<file path="config.mk">
export PLATFORM = sky130hd
export DESIGN_NAME = stall_unit_flat
export DESIGN_NICKNAME = d
export VERILOG_FILES = /design/src/rtl/stall_unit_pkg.sv /design/src/rtl/stall_unit_if.sv /design/src/rtl/stall_unit_sat_counter32.sv /design/src/rtl/stall_unit.sv /design/src/flat_wrapper.sv
export SDC_FILE = /design/constraint.sdc
export NUM_CORES = 1
export LEC_CHECK = 0
export BUFFER_PORTS_ARGS = -buffer_cell sky130_fd_sc_hd__clkbuf_2
export CORE_UTILIZATION = 54
export DETAILED_ROUTE_END_ITERATION = 7
export PLACE_DENSITY = 0.88
export SLEW_MARGIN = 20
export SYNTH_ARGS = -nofsm -noshare
export SYNTH_HDL_FRONTEND = slang
export SYNTH_SLANG_ARGS = --single-unit
</file>
<file path="constraint.sdc">
create_clock -name clk -period 4.4 [get_ports clk]
set_input_delay 0.66 -clock clk [delete_from_list [all_inputs] [get_ports clk]]
set_output_delay 0.66 -clock clk [all_outputs]
set_load 0.02 [all_outputs]
</file>
<file path="src/rtl/stall_unit_pkg.sv">
// rv32i_types: shared register-index type, stall FSM states and counter limit.
package rv32i_types;
    typedef logic [4:0] rv32i_reg;
    typedef enum logic {RUN = 1'b0, MEM_WAIT = 1'b1} stall_state_e;
    localparam logic [31:0] CNT_MAX = 32'hFFFF_FFFF;
endpackage

</file>
<file path="src/rtl/stall_unit_if.sv">
// stall_unit_if: hazard inputs, memory handshakes and pipeline controls of the stall unit.
interface stall_unit_if;
    import rv32i_types::*;
    logic mem_read_EX;
    rv32i_reg rd_EX, rs1_ID, rs2_ID;
    logic rs1_used_ID, rs2_used_ID;
    logic br_taken_EX;
    logic imem_read, imem_resp;
    logic dmem_read, dmem_write, dmem_resp;
    logic perf_clear;
    logic load_pc, load_if_id, load_id_ex, load_ex_mem, load_mem_wb;
    logic flush_if_id, flush_id_ex;
    logic [31:0] stall_cnt, bubble_cnt, flush_cnt;
    logic state_o;
    modport master (
        output mem_read_EX, rd_EX, rs1_ID, rs2_ID, rs1_used_ID, rs2_used_ID, br_taken_EX,
               imem_read, imem_resp, dmem_read, dmem_write, dmem_resp, perf_clear,
        input  load_pc, load_if_id, load_id_ex, load_ex_mem, load_mem_wb,
               flush_if_id, flush_id_ex, stall_cnt, bubble_cnt, flush_cnt, state_o
    );
    modport slave (
        input  mem_read_EX, rd_EX, rs1_ID, rs2_ID, rs1_used_ID, rs2_used_ID, br_taken_EX,
               imem_read, imem_resp, dmem_read, dmem_write, dmem_resp, perf_clear,
        output load_pc, load_if_id, load_id_ex, load_ex_mem, load_mem_wb,
               flush_if_id, flush_id_ex, stall_cnt, bubble_cnt, flush_cnt, state_o
    );
endinterface

</file>
<file path="src/rtl/stall_unit_sat_counter32.sv">
// sat_counter32: 32-bit event counter with synchronous clear and saturation at all-ones.
module sat_counter32
    import rv32i_types::*;
#(
    parameter logic [31:0] RST_VAL = '0
) (
    input  logic        clk,
    input  logic        rst,
    input  logic        clr_i,
    input  logic        inc_i,
    output logic [31:0] cnt_o
);
    logic [31:0] cnt_q, cnt_d;
    // clear wins over a same-cycle increment
    always_comb cnt_d = clr_i ? '0 : (inc_i && cnt_q != CNT_MAX) ? cnt_q + 32'd1 : cnt_q;
    always_ff @(posedge clk or posedge rst) begin
        if (rst) cnt_q <= RST_VAL;
        else     cnt_q <= cnt_d;
    end
    assign cnt_o = cnt_q;
endmodule

</file>
<file path="src/rtl/stall_unit.sv">
// stall_unit: pipeline stall/flush control for memory waits, redirects and load-use hazards.
module stall_unit
    import rv32i_types::*;
(
    input logic   clk,
    input logic   rst,
    stall_unit_if.slave bus
);
    stall_state_e state_q, state_d;
    logic mem_stall, load_use, br_act, lu_act, hold_front, stop_all;
    always_comb begin
        mem_stall = (bus.imem_read && !bus.imem_resp) ||
                    ((bus.dmem_read || bus.dmem_write) && !bus.dmem_resp);
        load_use  = bus.mem_read_EX && bus.rd_EX != '0 &&
                    ((bus.rs1_used_ID && bus.rs1_ID == bus.rd_EX) ||
                     (bus.rs2_used_ID && bus.rs2_ID == bus.rd_EX));
        state_d    = state_q;
        state_d    = mem_stall ? MEM_WAIT : RUN;
        br_act     = bus.br_taken_EX && !mem_stall;
        lu_act     = load_use && !mem_stall && !bus.br_taken_EX;
        stop_all   = rst || mem_stall;
        hold_front = stop_all || lu_act;
    end
    always_ff @(posedge clk or posedge rst) begin
        if (rst) state_q <= RUN;
        else     state_q <= state_d;
    end
    assign bus.load_pc     = !hold_front;
    assign bus.load_if_id  = !hold_front;
    assign bus.load_id_ex  = !stop_all;
    assign bus.load_ex_mem = !stop_all;
    assign bus.load_mem_wb = !stop_all;
    assign bus.flush_if_id = rst || br_act;
    assign bus.flush_id_ex = rst || br_act || lu_act;
    assign bus.state_o     = state_q;
    sat_counter32 u_stall_cnt (
        .clk(clk), .rst(rst), .clr_i(bus.perf_clear), .inc_i(mem_stall), .cnt_o(bus.stall_cnt)
    );
    sat_counter32 u_bubble_cnt (
        .clk(clk), .rst(rst), .clr_i(bus.perf_clear), .inc_i(lu_act), .cnt_o(bus.bubble_cnt)
    );
    sat_counter32 u_flush_cnt (
        .clk(clk), .rst(rst), .clr_i(bus.perf_clear), .inc_i(br_act), .cnt_o(bus.flush_cnt)
    );
endmodule
</file>
<file path="src/flat_wrapper.sv">
// flat-port wrapper written by rule: the top's interface ports become plain ports
module stall_unit_flat import rv32i_types::*;
  (clk, rst, bus_mem_read_EX, bus_rd_EX, bus_rs1_ID, bus_rs2_ID, bus_rs1_used_ID, bus_rs2_used_ID, bus_br_taken_EX, bus_imem_read, bus_imem_resp, bus_dmem_read, bus_dmem_write, bus_dmem_resp, bus_perf_clear, bus_load_pc, bus_load_if_id, bus_load_id_ex, bus_load_ex_mem, bus_load_mem_wb, bus_flush_if_id, bus_flush_id_ex, bus_stall_cnt, bus_bubble_cnt, bus_flush_cnt, bus_state_o);
  stall_unit_if bus_i ();
  input logic clk;
  input logic rst;
  input wire logic [$bits(bus_i.mem_read_EX)-1:0] bus_mem_read_EX;
  input wire logic [$bits(bus_i.rd_EX)-1:0] bus_rd_EX;
  input wire logic [$bits(bus_i.rs1_ID)-1:0] bus_rs1_ID;
  input wire logic [$bits(bus_i.rs2_ID)-1:0] bus_rs2_ID;
  input wire logic [$bits(bus_i.rs1_used_ID)-1:0] bus_rs1_used_ID;
  input wire logic [$bits(bus_i.rs2_used_ID)-1:0] bus_rs2_used_ID;
  input wire logic [$bits(bus_i.br_taken_EX)-1:0] bus_br_taken_EX;
  input wire logic [$bits(bus_i.imem_read)-1:0] bus_imem_read;
  input wire logic [$bits(bus_i.imem_resp)-1:0] bus_imem_resp;
  input wire logic [$bits(bus_i.dmem_read)-1:0] bus_dmem_read;
  input wire logic [$bits(bus_i.dmem_write)-1:0] bus_dmem_write;
  input wire logic [$bits(bus_i.dmem_resp)-1:0] bus_dmem_resp;
  input wire logic [$bits(bus_i.perf_clear)-1:0] bus_perf_clear;
  output wire logic [$bits(bus_i.load_pc)-1:0] bus_load_pc;
  output wire logic [$bits(bus_i.load_if_id)-1:0] bus_load_if_id;
  output wire logic [$bits(bus_i.load_id_ex)-1:0] bus_load_id_ex;
  output wire logic [$bits(bus_i.load_ex_mem)-1:0] bus_load_ex_mem;
  output wire logic [$bits(bus_i.load_mem_wb)-1:0] bus_load_mem_wb;
  output wire logic [$bits(bus_i.flush_if_id)-1:0] bus_flush_if_id;
  output wire logic [$bits(bus_i.flush_id_ex)-1:0] bus_flush_id_ex;
  output wire logic [$bits(bus_i.stall_cnt)-1:0] bus_stall_cnt;
  output wire logic [$bits(bus_i.bubble_cnt)-1:0] bus_bubble_cnt;
  output wire logic [$bits(bus_i.flush_cnt)-1:0] bus_flush_cnt;
  output wire logic [$bits(bus_i.state_o)-1:0] bus_state_o;
  assign bus_i.mem_read_EX = bus_mem_read_EX;
  assign bus_i.rd_EX = bus_rd_EX;
  assign bus_i.rs1_ID = bus_rs1_ID;
  assign bus_i.rs2_ID = bus_rs2_ID;
  assign bus_i.rs1_used_ID = bus_rs1_used_ID;
  assign bus_i.rs2_used_ID = bus_rs2_used_ID;
  assign bus_i.br_taken_EX = bus_br_taken_EX;
  assign bus_i.imem_read = bus_imem_read;
  assign bus_i.imem_resp = bus_imem_resp;
  assign bus_i.dmem_read = bus_dmem_read;
  assign bus_i.dmem_write = bus_dmem_write;
  assign bus_i.dmem_resp = bus_dmem_resp;
  assign bus_i.perf_clear = bus_perf_clear;
  assign bus_load_pc = bus_i.load_pc;
  assign bus_load_if_id = bus_i.load_if_id;
  assign bus_load_id_ex = bus_i.load_id_ex;
  assign bus_load_ex_mem = bus_i.load_ex_mem;
  assign bus_load_mem_wb = bus_i.load_mem_wb;
  assign bus_flush_if_id = bus_i.flush_if_id;
  assign bus_flush_id_ex = bus_i.flush_id_ex;
  assign bus_stall_cnt = bus_i.stall_cnt;
  assign bus_bubble_cnt = bus_i.bubble_cnt;
  assign bus_flush_cnt = bus_i.flush_cnt;
  assign bus_state_o = bus_i.state_o;
  stall_unit u_core (.clk(clk), .rst(rst), .bus(bus_i));
endmodule
</file>
# After elaboration in Yosys (flattened, before gate mapping)
# Index checks and enable logic that the tools add are counted.
# Widths: inputs -> output; s select.
totals:
  elab_cells: 48
  inputBits: 27
  reg_bits: 97
  out_inout_bits: 104
classes:
  muxes: 7
  eq_ne: 5
  n_addsub: 3
  n_reduce_logical: 29
op_table:
  columns: ["operator", "count"]
  rows:
  - ["$mux 32", 6]
  - ["$add 32x1->32 const B", 3]
  - ["$ne 32x32->1 const B", 3]
  - ["$logic_and 1x1->1", 12]
  - ["$eq 5x5->1", 2]
  - ["$logic_or 1x1->1", 7]
  - ["$logic_not 1->1", 6]
  - ["$reduce_bool 2->1", 3]
  - ["$reduce_bool 5->1", 1]
  - ["$mux 1", 1]

# Longest topological paths before layout
depth:
  ltp_word: 9
  mapped_depth: 9
  ltp_nobuf: 7

# By module
# Synthesis repeated with hierarchy kept, for this count alone.
hier_totals:
  hier_cells: 623
  area_unflattened_um2: 5711.7
modules_own_cells:
  columns: ["module", "cells_each", "n_inst", "area_each_um2"]
  rows:
  - ["sat_counter32", 197, 3, 1823.0]
  - ["stall_unit", 32, 1, 242.7]

# Least setup slack after synthesis
# OpenSTA, ideal clock, no wires.
synth_path:
  path_kind: "input-to-output"
  start: "input rst"
  end: "output bus_flush_id_ex"
  t_arrival_ps: 3845
  required_ps: 3740
  n_path_buf: 0
  path_stages: 3
  path_slack_ps: -105
  cell_sequence: "inv_1 > nand2_1 > or2_2"
synth_via:
  elab_chain_len: 2
synth_lines:
  columns: ["item", "line_no", "rtl"]
  rows:
  - ["start: declaration", "flat_wrapper.sv:6", "input logic rst;"]
  - ["$logic_or 1x1->1", null, null]
  - ["named net bus_flush_if_id", "flat_wrapper.sv:25", "output wire logic [$bits(bus_i.flush_if_id)-1:0] bus_flush_if_id;"]
  - ["$logic_or 1x1->1", "stall_unit.sv:34", "assign bus.flush_id_ex = rst || br_act || lu_act;"]
  - ["end: declaration", "flat_wrapper.sv:26", "output wire logic [$bits(bus_i.flush_id_ex)-1:0] bus_flush_id_ex;"]
# The timed path passes the listed nets, and every way through them passes these cells.

# Final worst setup path
layout_path:
  start: "input bus_dmem_write"
  end: "output bus_flush_id_ex"
layout_via:
  elab_chain_len: 7
  elab_cells_between_ends: 9
  classes_between: "9 x reduce/logical"
layout_lines:
  columns: ["item", "line_no", "rtl"]
  rows:
  - ["start: declaration", "flat_wrapper.sv:17", "input wire logic [$bits(bus_i.dmem_write)-1:0] bus_dmem_write;"]
  - ["$logic_or 1x1->1 *", "stall_unit.sv:13", "((bus.dmem_read || bus.dmem_write) && !bus.dmem_resp);"]
  - ["$logic_and 1x1->1 *", "stall_unit.sv:13", null]
  - ["$logic_or 1x1->1 *", "stall_unit.sv:12", "mem_stall = (bus.imem_read && !bus.imem_resp) ||"]
  - ["named net u_core.mem_stall", "stall_unit.sv:10", "logic mem_stall, load_use, br_act, lu_act, hold_front, stop_all;"]
  - ["$logic_not 1->1 *", "stall_unit.sv:19, stall_unit.sv:20", null]
  - ["$logic_and 1x1->1, on equally long branches", "stall_unit.sv:19, stall_unit.sv:20", null]
  - ["$logic_or 1x1->1 or $logic_and 1x1->1 (tied branches)", "stall_unit.sv:34, stall_unit.sv:20", null]
  - ["$logic_or 1x1->1 *", "stall_unit.sv:34", null]
# The timed path passes the listed nets; every way through them passes the cells marked *.

==> impl_summary.txt <==
----------------------------------------------------
[Status]
  Outcome ... completed

[Setup path]
  Class of the most critical setup path ... in2out
  Arrival time of data at the critical path endpoint ... between 2000 and 2500 ps
  Required time of the critical path ... between 3000 and 4000 ps
  Sort of element at the start of the critical path ... input pin
  Reg2Reg Depth ... 7
  Kind of end point of the critical path ... output pin
  Beginning of the worst register-to-register path ... u_core.u_stall_cnt.cnt_o[0]$_DFFE_PP0P_
  CP Launch Point ... bus_dmem_write
  Crit-path max FO ... 7

[Route]
  Detailed-route wire length per cell ... 15.7 um
  Number of design-rule violations left by the first detailed-router iteration ... 283
  Ratio of routed vias to standard cells ... roughly 5.9
  First-pass iteration count of the detailed router ... 4
  Total vias in the final route ... 4882
  Total detailed-routing wirelength ... 12.9 mm
  Remaining antenna violation count after routing ... 0
  # DRC ... 0

[Timing]
  Hold slack final ... 476 ps
  Max Clock Skew ... 11.7 ps
  Fmax ... 340 MHz
  Number of pins exceeding their max-slew limit in the final report ... 0
  Post-route setup TNS ... 0 ps
  Worst slew margin ... 32.5%
  Final number of setup-violating endpoints ... 0
  Final hold viol count ... 0
  Fin worst setup slack ... between 1000 and 1500 ps
  Tightest Pin Transition ... 1000 ps
  Fraction of the cycle the final worst path needs ... 66.9%
  RSZ-0062 raised after global routing ... no
  Post-layout minimum cycle time ... between 2000 and 3000 ps

[GRT]
  Global route overflow ... 0
  Largest net degree at the start of global routing ... 60
  Number of global-route vias before repair ... around 4400
  First-pass GRT wire length ... 21.4 mm
  Global Route Usage Sum ... a little over a quarter
  Initial antenna violation count ... 0

[Synthesis]
  Synth unique cells ... 52
  Fraction of post-synthesis cell area in the top cell type by area ... 46.0%
  Cells taking the most area after synthesis ... sky130_fd_sc_hd__dfrtp_1 (46%), sky130_fd_sc_hd__xor2_1 (6.1%), sky130_fd_sc_hd__nor2_1 (5.0%)
  Syn Area/Cell ... 9.23 um2
  Synth top cells by count ... sky130_fd_sc_hd__dfrtp_1 (97), sky130_fd_sc_hd__nor2_1 (70), sky130_fd_sc_hd__nand2_1 (38)
  Leading cell type by number of instances after synthesis ... sky130_fd_sc_hd__dfrtp_1
  Number of nets in the synthesized netlist ... between 600 and 700
  Dominant synthesized flop cell ... sky130_fd_sc_hd__dfrtp_1
  Total standard cell area after synthesis ... 5280 um2
  Main combinational cell family by area after synthesis ... simple AND/OR/NAND/NOR gates
  Synthesized netlist cell count ... around 570
  Adder-cell area share of the yosys netlist ... 0.711%
  Fraction of synthesized area in multiplexers ... 0.782%
  Synthesis-stage register bit count ... 97
  Compound-cell area share of the yosys netlist ... under 10%
  Share of the yosys chip area belonging to registers ... 46.0%
  Simple logic cell fraction of the synthesized area ... 28.6%
  Area leader, netlist ... sky130_fd_sc_hd__dfrtp_1
  Count of yosys warnings during synthesis ... 0
  Xor/xnor share of the synthesized area ... 11.1%
  Number of enable flip-flop cells after synthesis ... 0
  Proportion of synthesized flip-flops having asynchronous set or reset ... 100%

[Clock tree]
  Clock transition at the register clock pins on the worst setup and hold paths after CTS ... approximately 90 ps
  Resized Gates After CTS ... 0
  Post-CTS Repair Setup Buffers ... 0
  Root Driver ... sky130_fd_sc_hd__clkbuf_8
  Maximum level of the CTS H-tree ... 3
  Hold-fix buffer count after cts ... 0
  Buffer levels on the longest clock path ... 2
  Number of buffers added by the clock tree synthesis step ... 9
  Clock latency reported for the late side of the worst-skew pair ... 360 ps
  TritonCTS clock tree ... done
  Sink Count ... 97

[Floorplanning]
  Height of the die ... just over 100 um
  Total I/O pin count ... roughly 130
  Placement Rows ... 35
  Starting utilization of the core area ... 56.3%
  Die outline area ... between 10000 and 15000 um2
  Overall die width ... just over 100 um
  Area of the core ... 9370 um2

[Place]
  Number of port buffers ... 130
  Last weighted congestion value of the routability-driven placer ... between 0.8 and 0.9
  Worst slack at placement ... 1430 ps
  Detailed placement HPWL ... 9.30 mm

[Worst hold path]
  Class of the worst hold path ... in2async

[Run]
  Max cap viols ... 0

[Power and ir drop]
  Power per Cell Area ... 249 nW/um2
  Max IR drop VDD ... ~200 uV
  Pleak ... 2.77 nW

[Layout]
  Fraction of final layout cells with drive strength greater than 1 ... 23.7%
  Layout Area Growth over Synthesis ... 16.6%
  Total inserted antenna cells ... 0
  Final layout net count ... approximately 720

----------------------------------------------------
[metrics by stage]
stage	util, %	power (W)	cell area [um2]	std cells
2_1_floorplan	-	0.000987	5280	572
3_3_place_gp	63.8	0.00102	5970	809
3_5_place_dp	63.8	0.00102	5970	809
4_1_cts	65.6	0.00154	6150	825
5_1_grt	65.7	0.00159	6150	825
6_report	65.7	0.00153	6150	825
[critical path, cell delays in order]
cell and delay, ps:
sky130_fd_sc_hd__clkbuf_2 90, sky130_fd_sc_hd__o21bai_1 270, sky130_fd_sc_hd__nand2_1 280, sky130_fd_sc_hd__a211oi_1 420, sky130_fd_sc_hd__and2_1 260, sky130_fd_sc_hd__or2_2 130
sky130_fd_sc_hd__clkbuf_2 170
[sequential cells by signal (all words and copies together), names as in the netlist]
| name | cells |
|---|---|
| u_core.u_flush_cnt.cnt_o | 32 |
| u_core.u_stall_cnt.cnt_o | 32 |
| u_core.u_bubble_cnt.cnt_o | 32 |
| u_core.bus.state_o | 1 |
[placed cells by master, fill, tap and decap left out, drive strengths merged, types with 25 or more instances in the layout]
cell type  Yosys  routed
or3           32      32
nand3         36      36
nor2          70      70
and3          25      25
nand4         28      28
a21oi         33      33
o21ai         35      35
dfrtp         97      97
xor2          37      37
clkbuf        19     140
nand2         38      38
xnor2         30      30
[routing by layer]
layer	track usage, %	vias to the layer above	routed length, um
li1	-	2280	-
met2	41.9	177	6200
met5	0	-	0
met3	5.41	26	903
met4	9.70	0	308
met1	35.5	2399	5520
[cells by family after synthesis]
family | Yosys count
AOI/OAI and AO/OA | 86
xor gates and xnor gates | 67
adders and majority gates | 3
buffers and inverters | 31
DFF | 97
muxes | 4
and+or+nand+nor | 284
[report_power, final]
group	internal (W)	switching [W]	total (W)
registers	0.000895	0.00000543	0.000901
clock network	0.000220	0.000306	0.000525
logic	0.0000316	0.0000733	0.000105
[final timing paths]
path / endpoint / slack, ps
setup reg to reg: u_core.u_stall_cnt.cnt_o[21]$_DFFE_PP0P_ / 1880
setup / recovery: bus_flush_id_ex / 1460
hold / removal: u_core.u_bubble_cnt.cnt_o[8]$_DFFE_PP0P_ / 480
min in group clk: u_core.u_flush_cnt.cnt_o[30]$_DFFE_PP0P_ / 580
max in group asynchronous: u_core.u_flush_cnt.cnt_o[3]$_DFFE_PP0P_ / 2700
hold reg to reg: u_core.u_flush_cnt.cnt_o[30]$_DFFE_PP0P_ / 580
[area by class of cell]
| class | instances | area (um2) |
|---|---|---|
| inverter | 5 | 22.5 |
| tap | 129 | 161 |
| multi-input combinational | 444 | 2690 |
| timing repair buffer | 134 | 681 |
| clock inverter | 5 | 31.3 |
| fill | 796 | 3220 |
| clock buffer | 11 | 141 |
| sequential | 97 | 2430 |
No activity file was read; power rests on OpenSTA's default activity.
